## src/rtl/motion_detect_pkg.sv

```systemverilog
// Shared definitions for the motion-detect pipeline: frame geometry defaults,
// coordinate width and the frame sink state encoding.
package motion_detect_pkg;

    localparam int DEFAULT_WIDTH  = 768;
    localparam int DEFAULT_HEIGHT = 576;
    localparam int COORD_W        = 10;

    typedef enum logic [1:0] {
        IDLE  = 2'd0,
        RUN   = 2'd1,
        DRAIN = 2'd2
    } sink_state_t;

endpackage

```

## src/rtl/frame_sink_xy_counter.sv

```systemverilog
// Raster-order column/row counter. It advances by one pixel per inc, wraps the
// column at WIDTH-1 and flags the last column and the last pixel of the frame.
module xy_counter
    import motion_detect_pkg::*;
#(
    parameter int WIDTH  = DEFAULT_WIDTH,
    parameter int HEIGHT = DEFAULT_HEIGHT
) (
    input  logic               clock,
    input  logic               reset,
    input  logic               clear,
    input  logic               inc,
    output logic [COORD_W-1:0] x,
    output logic [COORD_W-1:0] y,
    output logic               last_col,
    output logic               last_pix
);

    logic [COORD_W-1:0] x_reg;
    logic [COORD_W-1:0] y_reg;

    assign x        = x_reg;
    assign y        = y_reg;
    assign last_col = (x_reg == COORD_W'(WIDTH - 1));
    assign last_pix = last_col && (y_reg == COORD_W'(HEIGHT - 1));

    // Step through the frame in raster order; clear restarts at (0,0).
    always_ff @(posedge clock) begin
        if (reset || clear) begin
            x_reg <= '0;
            y_reg <= '0;
        end else if (inc) begin
            if (last_col) begin
                x_reg <= '0;
                y_reg <= last_pix ? '0 : y_reg + COORD_W'(1);
            end else begin
                x_reg <= x_reg + COORD_W'(1);
            end
        end
    end

endmodule

```

## src/rtl/frame_sink.sv

```systemverilog
// Frame sink: pulls one frame of pixels from a first-word-fall-through FIFO
// per start, tags each pixel with its coordinates and frame markers, and
// presents it through a single-entry valid/ready output register.
module frame_sink
    import motion_detect_pkg::*;
#(
    parameter int WIDTH  = DEFAULT_WIDTH,
    parameter int HEIGHT = DEFAULT_HEIGHT
) (
    input  logic               clock,
    input  logic               reset,
    input  logic               start,
    input  logic               in_empty,
    input  logic [7:0]         in_dout,
    output logic               in_rd_en,
    input  logic               out_ready,
    output logic               out_valid,
    output logic [7:0]         out_pixel,
    output logic [COORD_W-1:0] out_x,
    output logic [COORD_W-1:0] out_y,
    output logic               out_sof,
    output logic               out_eol,
    output logic               out_eof,
    output logic               frame_done,
    output logic [15:0]        frame_count
);

    sink_state_t        state_reg;
    logic               out_valid_reg;
    logic [7:0]         out_pixel_reg;
    logic [COORD_W-1:0] out_x_reg;
    logic [COORD_W-1:0] out_y_reg;
    logic               out_sof_reg;
    logic               out_eol_reg;
    logic               out_eof_reg;
    logic               frame_done_reg;
    logic [15:0]        frame_count_reg;

    logic               pop;
    logic               counter_clear;
    logic               eof_accept;
    logic [COORD_W-1:0] cur_x;
    logic [COORD_W-1:0] cur_y;
    logic               last_col;
    logic               last_pix;

    // Pop only while capturing, when data exists and the output slot is free
    // or being emptied this cycle; reset blocks popping so the FIFO keeps its
    // residual words.
    assign pop           = !reset && (state_reg == RUN) && !in_empty
                           && (!out_valid_reg || out_ready);
    assign counter_clear = (state_reg == IDLE) && start;
    assign eof_accept    = out_valid_reg && out_ready && out_eof_reg;

    xy_counter #(
        .WIDTH  (WIDTH),
        .HEIGHT (HEIGHT)
    ) u_xy_counter (
        .clock    (clock),
        .reset    (reset),
        .clear    (counter_clear),
        .inc      (pop),
        .x        (cur_x),
        .y        (cur_y),
        .last_col (last_col),
        .last_pix (last_pix)
    );

    // Frame sequencing: arm on start, stop popping after the last pixel,
    // and finish once that last pixel has left the output register.
    always_ff @(posedge clock) begin
        if (reset) begin
            state_reg       <= IDLE;
            frame_done_reg  <= 1'b0;
            frame_count_reg <= '0;
        end else begin
            frame_done_reg <= 1'b0;
            case (state_reg)
                IDLE: begin
                    if (start) begin
                        state_reg <= RUN;
                    end
                end
                RUN: begin
                    if (pop && last_pix) begin
                        state_reg <= DRAIN;
                    end
                end
                DRAIN: begin
                    if (eof_accept) begin
                        state_reg       <= IDLE;
                        frame_done_reg  <= 1'b1;
                        frame_count_reg <= frame_count_reg + 16'd1;
                    end
                end
                default: state_reg <= IDLE;
            endcase
        end
    end

    // Output holding register: load on pop (back-to-back with an accept),
    // otherwise drop valid once the held pixel is taken.
    always_ff @(posedge clock) begin
        if (reset) begin
            out_valid_reg <= 1'b0;
            out_pixel_reg <= '0;
            out_x_reg     <= '0;
            out_y_reg     <= '0;
            out_sof_reg   <= 1'b0;
            out_eol_reg   <= 1'b0;
            out_eof_reg   <= 1'b0;
        end else if (pop) begin
            out_valid_reg <= 1'b1;
            out_pixel_reg <= in_dout;
            out_x_reg     <= cur_x;
            out_y_reg     <= cur_y;
            out_sof_reg   <= (cur_x == '0) && (cur_y == '0);
            out_eol_reg   <= last_col;
            out_eof_reg   <= last_pix;
        end else if (out_valid_reg && out_ready) begin
            out_valid_reg <= 1'b0;
        end
    end

    assign in_rd_en    = pop;
    assign out_valid   = out_valid_reg;
    assign out_pixel   = out_pixel_reg;
    assign out_x       = out_x_reg;
    assign out_y       = out_y_reg;
    assign out_sof     = out_sof_reg;
    assign out_eol     = out_eol_reg;
    assign out_eof     = out_eof_reg;
    assign frame_done  = frame_done_reg;
    assign frame_count = frame_count_reg;

endmodule

```

## config.mk

```make
export PLATFORM = sky130hd
export DESIGN_NAME = frame_sink
export DESIGN_NICKNAME = d
export VERILOG_FILES = /design/src/rtl/motion_detect_pkg.sv /design/src/rtl/frame_sink_xy_counter.sv /design/src/rtl/frame_sink.sv
export SDC_FILE = /design/constraint.sdc
export NUM_CORES = 1
export LEC_CHECK = 0
export BUFFER_PORTS_ARGS = -buffer_cell sky130_fd_sc_hd__buf_4
export CAP_MARGIN = 20
export CORE_ASPECT_RATIO = 1.5
export CORE_MARGIN = 2
export CORE_UTILIZATION = 49
export CTS_CLUSTER_DIAMETER = 60
export CTS_CLUSTER_SIZE = 10
export DETAILED_ROUTE_END_ITERATION = 10
export MAX_ROUTING_LAYER = met4
export PLACE_DENSITY = 0.79
export SKIP_LAST_GASP = 1
export SLEW_MARGIN = 20
export SYNTH_ARGS = -nofsm -noshare
export SYNTH_HDL_FRONTEND = slang
export SYNTH_HIERARCHICAL = 1
export SYNTH_SLANG_ARGS = --single-unit
```

## constraint.sdc

```tcl
create_clock -name clock -period 2.67 [get_ports clock]
set_clock_uncertainty 0.2 [all_clocks]
set_input_delay 0.1335 -clock clock [delete_from_list [all_inputs] [get_ports clock]]
set_output_delay 0.1335 -clock clock [all_outputs]
set_load 0.05 [all_outputs]
```

==> flow_summary_export.csv, run 1 <==
group,metric,value,unit
flow_run,cap_violations,0,
yosys,syn_area,0.003034,mm²
setup_path,required,2.71,ns
floorplan,coreArea,0.006087,mm²
finish,final_util,65.10,%
yosys,ys_seq_area_share,46.85,%
global_routing,overflow,0,
timing,post-route-period-util,94.90,%
power,ir_drop,0.4502,mV
timing,hold_viol,0,
finish,layout_common_cells,"nand2_1, dfxtp_1, buf_4",
cts,clk-insertion-delay-late,0.35,ns
floorplan,die_h,100.4,µm
global_routing,grt_usage,24.20,%
placed_design,post_dp_cell_area,0.003610,mm²
cts,cts_buffer_depth,2,
cts,cts.sinks,71,
global_routing,antenna_found_initial,0,
setup_path,cpMaxStageDelayCell,"dlygate4sd3_1",
power,power_frac_comb,6.1,%
routing,wl_per_cell,14.27,µm
power,power.sequential.fraction,48.2,%
yosys,synth_nets,380,
routing,routed_wl,7377,µm
yosys,synth_edf_count,0,
finish,drive_gt1_share,23.70,%
floorplan,start_util,49.85,%
routing,drc_errors,0,
cts,htree_levels,3,
placed_design,place_ws,0.2255,ns
global_routing,grt_max_degree,55,
power,leakage,1.517,nW
cts,cts_setup_buffers,0,
cts,cts_tree,"yes",
setup_path,critPathTopFamily,"simple AND/OR/NAND/NOR gates",
timing,drv_slew,0,
placed_design,gp_congestion,0.8888,
yosys,syn_inst,364,
routing,drt-initial-drc-count,87,
yosys,ys_top_cells_by_area,"dfxtp_1, nand2_1, a21oi_1, nor2_1, xnor2_1",
setup_path,max_stage_delay,0.54,ns
cts,path_clk_slew,0.07,ns
global_routing,grt_pass1_vias,2843,
routing,firstDrtPassIters,4,
routing,drtAntennaViolNets,0,
power,p_clk_share,45.8,%
timing,fin_hold_ws,0.03263,ns
floorplan,die_area,0.006851,mm²
timing,clock.fmax,394.7,MHz
finish,fillers,509,
min_path,hp-class,"in2reg",
finish,largest_register_ffs,16,
yosys,ys_ff_latch,71,
routing,vias_per_cell,5.547,
timing,relSlewSlack,61.31,%
floorplan,die_w,68.25,µm
setup_path,crit_type,"in2reg",
finish,fin_area,0.003963,mm²
floorplan,core.rowCount,35,
power,p_per_area,562.4,mW/mm²
setup_path,crit_chain,"dlygate4sd3_1 -> buf_4 -> nor3b_4 -> nand2_2 -> nor2_4 -> nand4_4 -> or3_1 -> and2_4 -> a221o_1",
setup_path,worstSetupStartpointType,"input port",
yosys,synth-async-reset-ratio,0,%
timing,finalCriticalPeriod,2.534,ns
timing,rsz0062_at_grt,"no",
yosys,syn_avg_cell_area,8.336,µm²
global_routing,grt_pass1_wl,12330,µm
status,status,"completed",
yosys,ys_types,45,
placed_design,port_buffers,62,
power,power.internal,0.001736,W
floorplan,io_pins,63,
yosys,synth_ff_type,"dfxtp_1",
finish,area_growth,30.60,%
cts,cts_root_buffer,"clkbuf_8",
finish,final_common_cell,"nand2_1",
yosys,synth_top_area_cell,"dfxtp_1",
setup_path,cp.arrival,2.57,ns
placed_design,dpl.hpwl,4987,µm
routing,vias,2868,
finish,fin_cells,517,
placed_design,dp.cells,490,
finish,antenna_cells,0,
timing,finalSetupViolations,0,
timing,fin_ws,0.1362,ns
setup_path,cp_num_buf_inv,2,
timing,worst_slew_pin_slew,0.5804,ns
yosys,yosysWarnings,6,
setup_path,cp_max_fo,9,
power,p_sw_share,22.10,%
setup_path,rrSetupSlack,0.22,ns
cts,cts_buffers,9,
power,power_switching,0.0004925,W
yosys,yosysTopAreaCellShare,46.85,%
setup_path,worstSetupEndpointType,"register",
finish,final_nets,454,
## metal layers
metal	share of wire [%]	GRT usage (%)	up-vias
met4	3.0	14.15	0
li1	-	-	1415
met3	4.1	4.484	19
met5	0	-	-
met2	51	39.81	81
met1	41	26.49	1353
## logic make-up after synthesis
group,share of synthesized area [%]
adders and majority gates,1.237
AOI/OAI and AO/OA,11.75
buffers and inverters,3.175
xor gates and xnor gates,4.907
DFF,46.85
and+or+nand+nor,31.38
muxes,0.7010
## power by group through the flow
stage	registers [W]	logic, W	clock network, W
2_1_floorplan	0.00112	0.0000546	0
3_3_place_gp	0.00110	0.000120	0
3_5_place_dp	0.00110	0.000121	0
4_1_cts	0.00107	0.000134	0.00103
5_1_grt	0.00107	0.000144	0.00108
6_report	0.00107	0.000135	0.00102
## final timing paths
check / from / to / cells past startpoint
min: out_ready / state_reg[1]$_SDFFE_PP0P_ / 4
min reg2reg: out_pixel[1]$_SDFFE_PP0P_ / out_pixel[1]$_SDFFE_PP0P_ / 2
max: in_empty / u_xy_counter/y[8]$_SDFFE_PP0P_ / 9
max reg2reg: state_reg[0]$_SDFFE_PP0P_ / u_xy_counter/y[8]$_SDFFE_PP0P_ / 7
## layout make-up
class	instances	area, µm²	share of cell area [%]
Tap cell	74	92.59	2.337
Clock buffer	10	127.6	3.221
Inverter	7	26.28	0.6631
Multi-Input combinational cell	270	1562	39.41
Timing Repair Buffer	79	620.6	15.66
Sequential cell	71	1425	35.96
Clock inverter	6	108.9	2.747
## cells in the mapped netlist (2+ instances only)
| master | count |
|---|---|
| inv_1 | 7 |
| nor2b_1 | 3 |
| nand2b_1 | 2 |
| xnor2_1 | 10 |
| a21oi_1 | 46 |
| o31ai_1 | 3 |
| ha_1 | 3 |
| nor3b_1 | 2 |
| nor2_1 | 25 |
| o21ai_0 | 9 |
| and2_1 | 6 |
| nand3_1 | 13 |
| and4_1 | 4 |
| nand4_1 | 9 |
| nor4_1 | 13 |
| or3_1 | 6 |
| xor2_1 | 7 |
| clkbuf_1 | 13 |
| or4_1 | 3 |
| or3_2 | 3 |
| dfxtp_1 | 71 |
| and3_1 | 5 |
| nand2_1 | 77 |
| a31oi_1 | 3 |
## timing repair
item / 4_1_cts / 5_1_grt
setup endpoints to repair: 0 / 3
hold buffers: 11 / 0
gates resized for setup: 0 / 1
hold endpoints to repair: 13 / 0
## tightest hold or removal path, delay by kind of cell
kind | cells | cell delay [ns]
simple gates | 2 | 0.26
buf+inv | 1 | 0.10
compound gates | 1 | 0.05
## stage by stage
stage / total power [W] / setup TNS, ns
after global routing: 0.002295 / 0
final: 0.002229 / 0
after global placement: 0.001217 / 0
after detailed placement: 0.001219 / 0
after CTS: 0.002235 / 0
after floorplan: 0.001175 / -0.1820
(Power assumes the default switching activity.)
==> run 2: changes to the inputs <==
- CORE_ASPECT_RATIO: 1.5 -> 0.6
- PLACE_DENSITY: 0.79 -> 0.82
==> flow_summary_export.csv, run 2 (same netlist as run 1, synthesis figures left out) <==
group,metric,value,unit
status,status,"completed",
setup_path,required,2.75,ns
floorplan,die_w,105.6,µm
setup_path,crit_type,"in2reg",
floorplan,start_util,50.10,%
routing,wl_per_cell,14.21,µm
power,ir_drop,0.4343,mV
global_routing,antenna_found_initial,0,
global_routing,grt_pass1_vias,2486,
power,finalPower,0.002241,W
cts,cts_tree,"yes",
cts,cts.sinks,71,
floorplan,die_h,64.96,µm
placed_design,gp_congestion,0.8927,
setup_path,reg2regPathDepth,7,
min_path,min_from,"out_ready",
setup_path,r2r-start,"state_reg[0]$_SDFFE_PP0P_",
timing,finalCriticalPeriod,2.493,ns
finish,drive_gt1_share,24.32,%
timing,finalSetupViolations,0,
flow_run,cap_violations,0,
timing,clock.fmax,401.1,MHz
timing,hold_viol,0,
timing,fin_ws,0.1766,ns
timing,tns,0,ns
cts,cts_buffers,9,
timing,drv_slew,0,
min_path,hold_depth,4,
min_path,hp-class,"in2reg",
power,leakage,1.523,nW
cts,cts_buffer_depth,2,
global_routing,overflow,0,
timing,relSlewSlack,63.78,%
finish,register_area,0.001425,mm²
finish,layout_common_cells,"nand2_1, buf_4, dfxtp_1",
cts,cts_root_buffer,"clkbuf_8",
finish,final_nets,455,
setup_path,cp_max_fo,9,
cts,htree_levels,3,
cts,clk-insertion-delay-late,0.35,ns
finish,multi_input_area,0.001567,mm²
global_routing,grt_usage,23.04,%
routing,drtAntennaViolNets,0,
timing,worst_slew_pin_slew,0.5433,ns
setup_path,worstSetupStartpointType,"input port",
cts,path_clk_slew,0.07,ns
timing,rsz0062_at_grt,"no",
global_routing,grt_max_degree,55,
placed_design,place_ws,0.2117,ns
cts,cts_setup_buffers,0,
setup_path,rrSetupSlack,0.26,ns
global_routing,grt_pass1_wl,12050,µm
timing,post-route-period-util,93.39,%
finish,antenna_cells,0,
finish,final_common_cell,"nand2_1",
setup_path,cp.arrival,2.57,ns
routing,vias,2798,
floorplan,coreArea,0.006056,mm²
finish,largest_register_ffs,16,
setup_path,rr_endpoint,"u_xy_counter/y[6]$_SDFFE_PP0P_",
placed_design,port_buffers,62,
floorplan,io_pins,63,
routing,firstDrtPassIters,4,
floorplan,die_area,0.006859,mm²
finish,area_growth,31.67,%
routing,drc_errors,0,
min_path,min_to,"frame_count[4]$_SDFFE_PP0P_",
routing,drt-initial-drc-count,140,
power,p_per_area,560.9,mW/mm²
routing,routed_wl,7504,µm
routing,vias_per_cell,5.299,
floorplan,core.rowCount,22,
finish,fillers,514,
placed_design,dpl.hpwl,5170,µm
setup_path,worstSetupEndpointType,"register",
## run 2: per-layer routing
metal | vias up | GRT usage (%) | part of all wire, %
met5 | - | - | 0
met4 | 0 | 6.743 | 0.96
met3 | 7 | 8.249 | 6.5
met2 | 69 | 32.98 | 44
met1 | 1306 | 30.63 | 49
li1 | 1416 | - | -
## run 2: worst max-delay path, cell delays in order
cell	delay (ns)
dlygate4sd3_1	0.54
buf_4	0.15
nor3b_4	0.26
nand2_2	0.12
nor2_4	0.23
nand4_4	0.12
or3_4	0.46
or3_2	0.42
a21oi_1	0.13
## run 2: repair_timing
action                     CTS  global route
hold buffers                11             0
setup endpoints to repair    0             2
gates resized for setup      0             2
hold endpoints to repair    12             0
## run 2: how the worst max path moves through the flow
stage | start | to | cells past startpoint
finish | in_empty | u_xy_counter/y[6]$_SDFFE_PP0P_ | 9
global route | in_empty | u_xy_counter/y[6]$_SDFFE_PP0P_ | 9
CTS | in_empty | u_xy_counter/y[6]$_SDFFE_PP0P_ | 9
detailed placement | state_reg[0]$_SDFFE_PP0P_ | u_xy_counter/y[6]$_SDFFE_PP0P_ | 7
global placement | state_reg[0]$_SDFFE_PP0P_ | u_xy_counter/y[7]$_SDFFE_PP0P_ | 7
floorplan | state_reg[0]$_SDFFE_PP0P_ | u_xy_counter/y[7]$_SDFFE_PP0P_ | 9
## run 2: cell type report
class	count	area share, %
clock buffer	9	3.101
tap	84	2.631
inverter	7	0.6577
sequential	71	35.67
multi-input combinational	270	39.21
clock inverter	7	3.007
timing repair buffer	80	15.72
## run 2: metrics by stage
stage	hold slack, ns	cells	utilization, %	cell area, µm²
finish	0.1049	528	65.97	3995
global route	0.1003	528	65.97	3995
CTS	0.08082	528	65.79	3984
detailed placement	0.1912	501	59.94	3630
global placement	0.1805	501	59.94	3630
floorplan	0.06955	364	-	3087
## run 2: where the power goes
part | switching [W] | leakage, nW | internal (W)
sequential | 0.00000698 | 0.574 | 0.00107
clock | 0.000409 | 0.120 | 0.000623
combinational | 0.0000832 | 0.829 | 0.0000515
total | 0.000499 | 1.52 | 0.00174
==> run 3: changes to the inputs <==
- clock period: 2.67 -> 2.1 ns (I/O delays scaled with it)
==> flow_summary_export.csv, run 3 (same netlist as run 1, synthesis figures left out) <==
group,metric,value,unit
status,status,"complete, but fails checks",
status,violations,"negative setup slack",
global_routing,antenna_found_initial,0,
finish,final_nets,480,
power,p_per_area,618.4,mW/mm²
global_routing,grt.busiest_layer,"met2",
timing,finalCriticalPeriod,2.107,ns
global_routing,use_met1,31.06,%
setup_path,worstSetupEndpointType,"register",
routing,vias,2927,
global_routing,overflow,0,
timing,fin_hold_ws,0.03980,ns
timing,worst_slew_pin_slew,0.5240,ns
routing,firstDrtPassIters,4,
cts,clk-insertion-delay-late,0.35,ns
finish,layout_common_cells,"buf_4, nand2_1, dfxtp_1",
timing,rsz0062_at_grt,"yes",
placed_design,post_dp_cell_area,0.003874,mm²
setup_path,max_stage_delay,0.42,ns
setup_path,worstSetupStartpointType,"register",
floorplan,io_pins,63,
routing,vias_per_cell,5.293,
finish,fin_area,0.004209,mm²
placed_design,gp_congestion,0.8853,
finish,register_area,0.001454,mm²
finish,final_common_cell,"buf_4",
cts,cts_buffer_depth,2,
finish,multi_input_area,0.001613,mm²
floorplan,die_h,64.96,µm
flow_run,cap_violations,0,
global_routing,use_met3,6.841,%
finish,largest_register_ffs,16,
placed_design,port_buffers,62,
timing,hold_viol,0,
cts,path_clk_slew,0.07,ns
setup_path,required,2.18,ns
placed_design,dpl.hpwl,5326,µm
timing,post-route-period-util,100.3,%
finish,drive_gt1_share,31.34,%
floorplan,coreArea,0.006056,mm²
floorplan,die_w,105.6,µm
finish,area_growth,38.72,%
finish,antenna_cells,0,
global_routing,grt_max_degree,55,
global_routing,grt_usage,23.41,%
setup_path,cp_max_fo,8,
setup_path,cpMaxStageDelayCell,"or3_2",
timing,drv_slew,0,
cts,cts_tree,"yes",
routing,drtAntennaViolNets,0,
timing,finalSetupViolations,1,
global_routing,met2_usage,33.95,%
cts,htree_levels,3,
power,finalPower,0.002603,W
global_routing,grt_pass1_vias,2589,
timing,clock.fmax,474.5,MHz
cts,cts_setup_buffers,0,
floorplan,die_area,0.006859,mm²
floorplan,core.rowCount,22,
global_routing,grt_pass1_wl,12250,µm
cts,cts.sinks,71,
routing,routed_wl,7641,µm
finish,fillers,503,
min_path,hp-class,"in2reg",
floorplan,start_util,50.10,%
routing,drc_errors,0,
power,leakage,1.651,nW
cts,cts_buffers,9,
timing,relSlewSlack,65.07,%
setup_path,crit_chain,"nor3b_4 -> nand2_2 -> nor2_4 -> nand4_4 -> or3_4 -> or3_2 -> a21oi_1",
setup_path,cp.arrival,2.19,ns
cts,cts_root_buffer,"clkbuf_8",
timing,fin_ws,-0.007290,ns
power,ir_drop,0.4809,mV
routing,wl_per_cell,13.82,µm
routing,drt-initial-drc-count,170,
setup_path,crit_type,"reg2reg",
==> run 3: changes by cell type in the layout (fill, tap and decap cells not counted), moves of 2 or more <==
cell       delta
buf_4        +26
dfxtp_4       +8
dfxtp_1       -7
bufinv_16     -2
clkinv_2      +2
==> run 3: where the power goes <==
group          total (W)  switching (W)  internal [W]
clock network    0.00108       0.000502      0.000574
registers        0.00135     0.00000550       0.00135
logic           0.000175       0.000109     0.0000662
total            0.00260       0.000616       0.00199
==> run 3: worst paths after layout <==
kind | from | cells past startpoint | to | slack [ns]
max reg2reg | state_reg[1]$_SDFFE_PP0P_ | 7 | u_xy_counter/y[6]$_SDFFE_PP0P_ | -0.007
min reg2reg | out_pixel[4]$_SDFFE_PP0P_ | 2 | out_pixel[4]$_SDFFE_PP0P_ | 0.26
min | reset | 5 | u_xy_counter/x[1]$_SDFFE_PP0P_ | 0.04
max | state_reg[1]$_SDFFE_PP0P_ | 7 | u_xy_counter/y[6]$_SDFFE_PP0P_ | -0.007
==> run 3: stage by stage <==
step | util, % | setup WS [ns] | std cells | setup TNS, ns
after floorplan | - | -0.6408 | 364 | -6.354
after global placement | 63.97 | -0.06617 | 527 | -0.2187
after detailed placement | 63.97 | -0.1361 | 527 | -1.068
after CTS | 68.97 | 0.001430 | 553 | 0
after global routing | 69.50 | -0.1175 | 553 | -0.5087
final | 69.50 | -0.007290 | 553 | -0.007290
==> run 3: cell type report <==
class / count / share of cell area (%)
multi-input combinational: 270 / 38.32
clock inverter: 6 / 1.427
sequential: 71 / 34.54
tap: 84 / 2.497
clock buffer: 10 / 3.270
timing repair buffer: 105 / 19.32
inverter: 7 / 0.6243
==> run 3: timing repair <==
action / 4_1_cts / 5_1_grt
pin swaps: 1 / 2
endpoints found under the setup margin: 12 / 20
gates resized for setup: 1 / 8
hold endpoints to repair: 9 / 0
hold buffers: 10 / 0
==> run 3: routing by layer <==
layer | up-vias | part of all wire, %
li1 | 1467 | -
met1 | 1352 | 48
met2 | 96 | 43
met3 | 12 | 7.5
met4 | 0 | 1.6
met5 | - | 0
==> run 3: critical path, delay by kind of cell, from the launching register on <==
| kind | cells | cell delay [ns] |
|---|---|---|
| AO/OA/AOI/OAI | 1 | 0.12 |
| flip-flops | 1 | 0.34 |
| AND/OR/NAND/NOR | 6 | 1.38 |
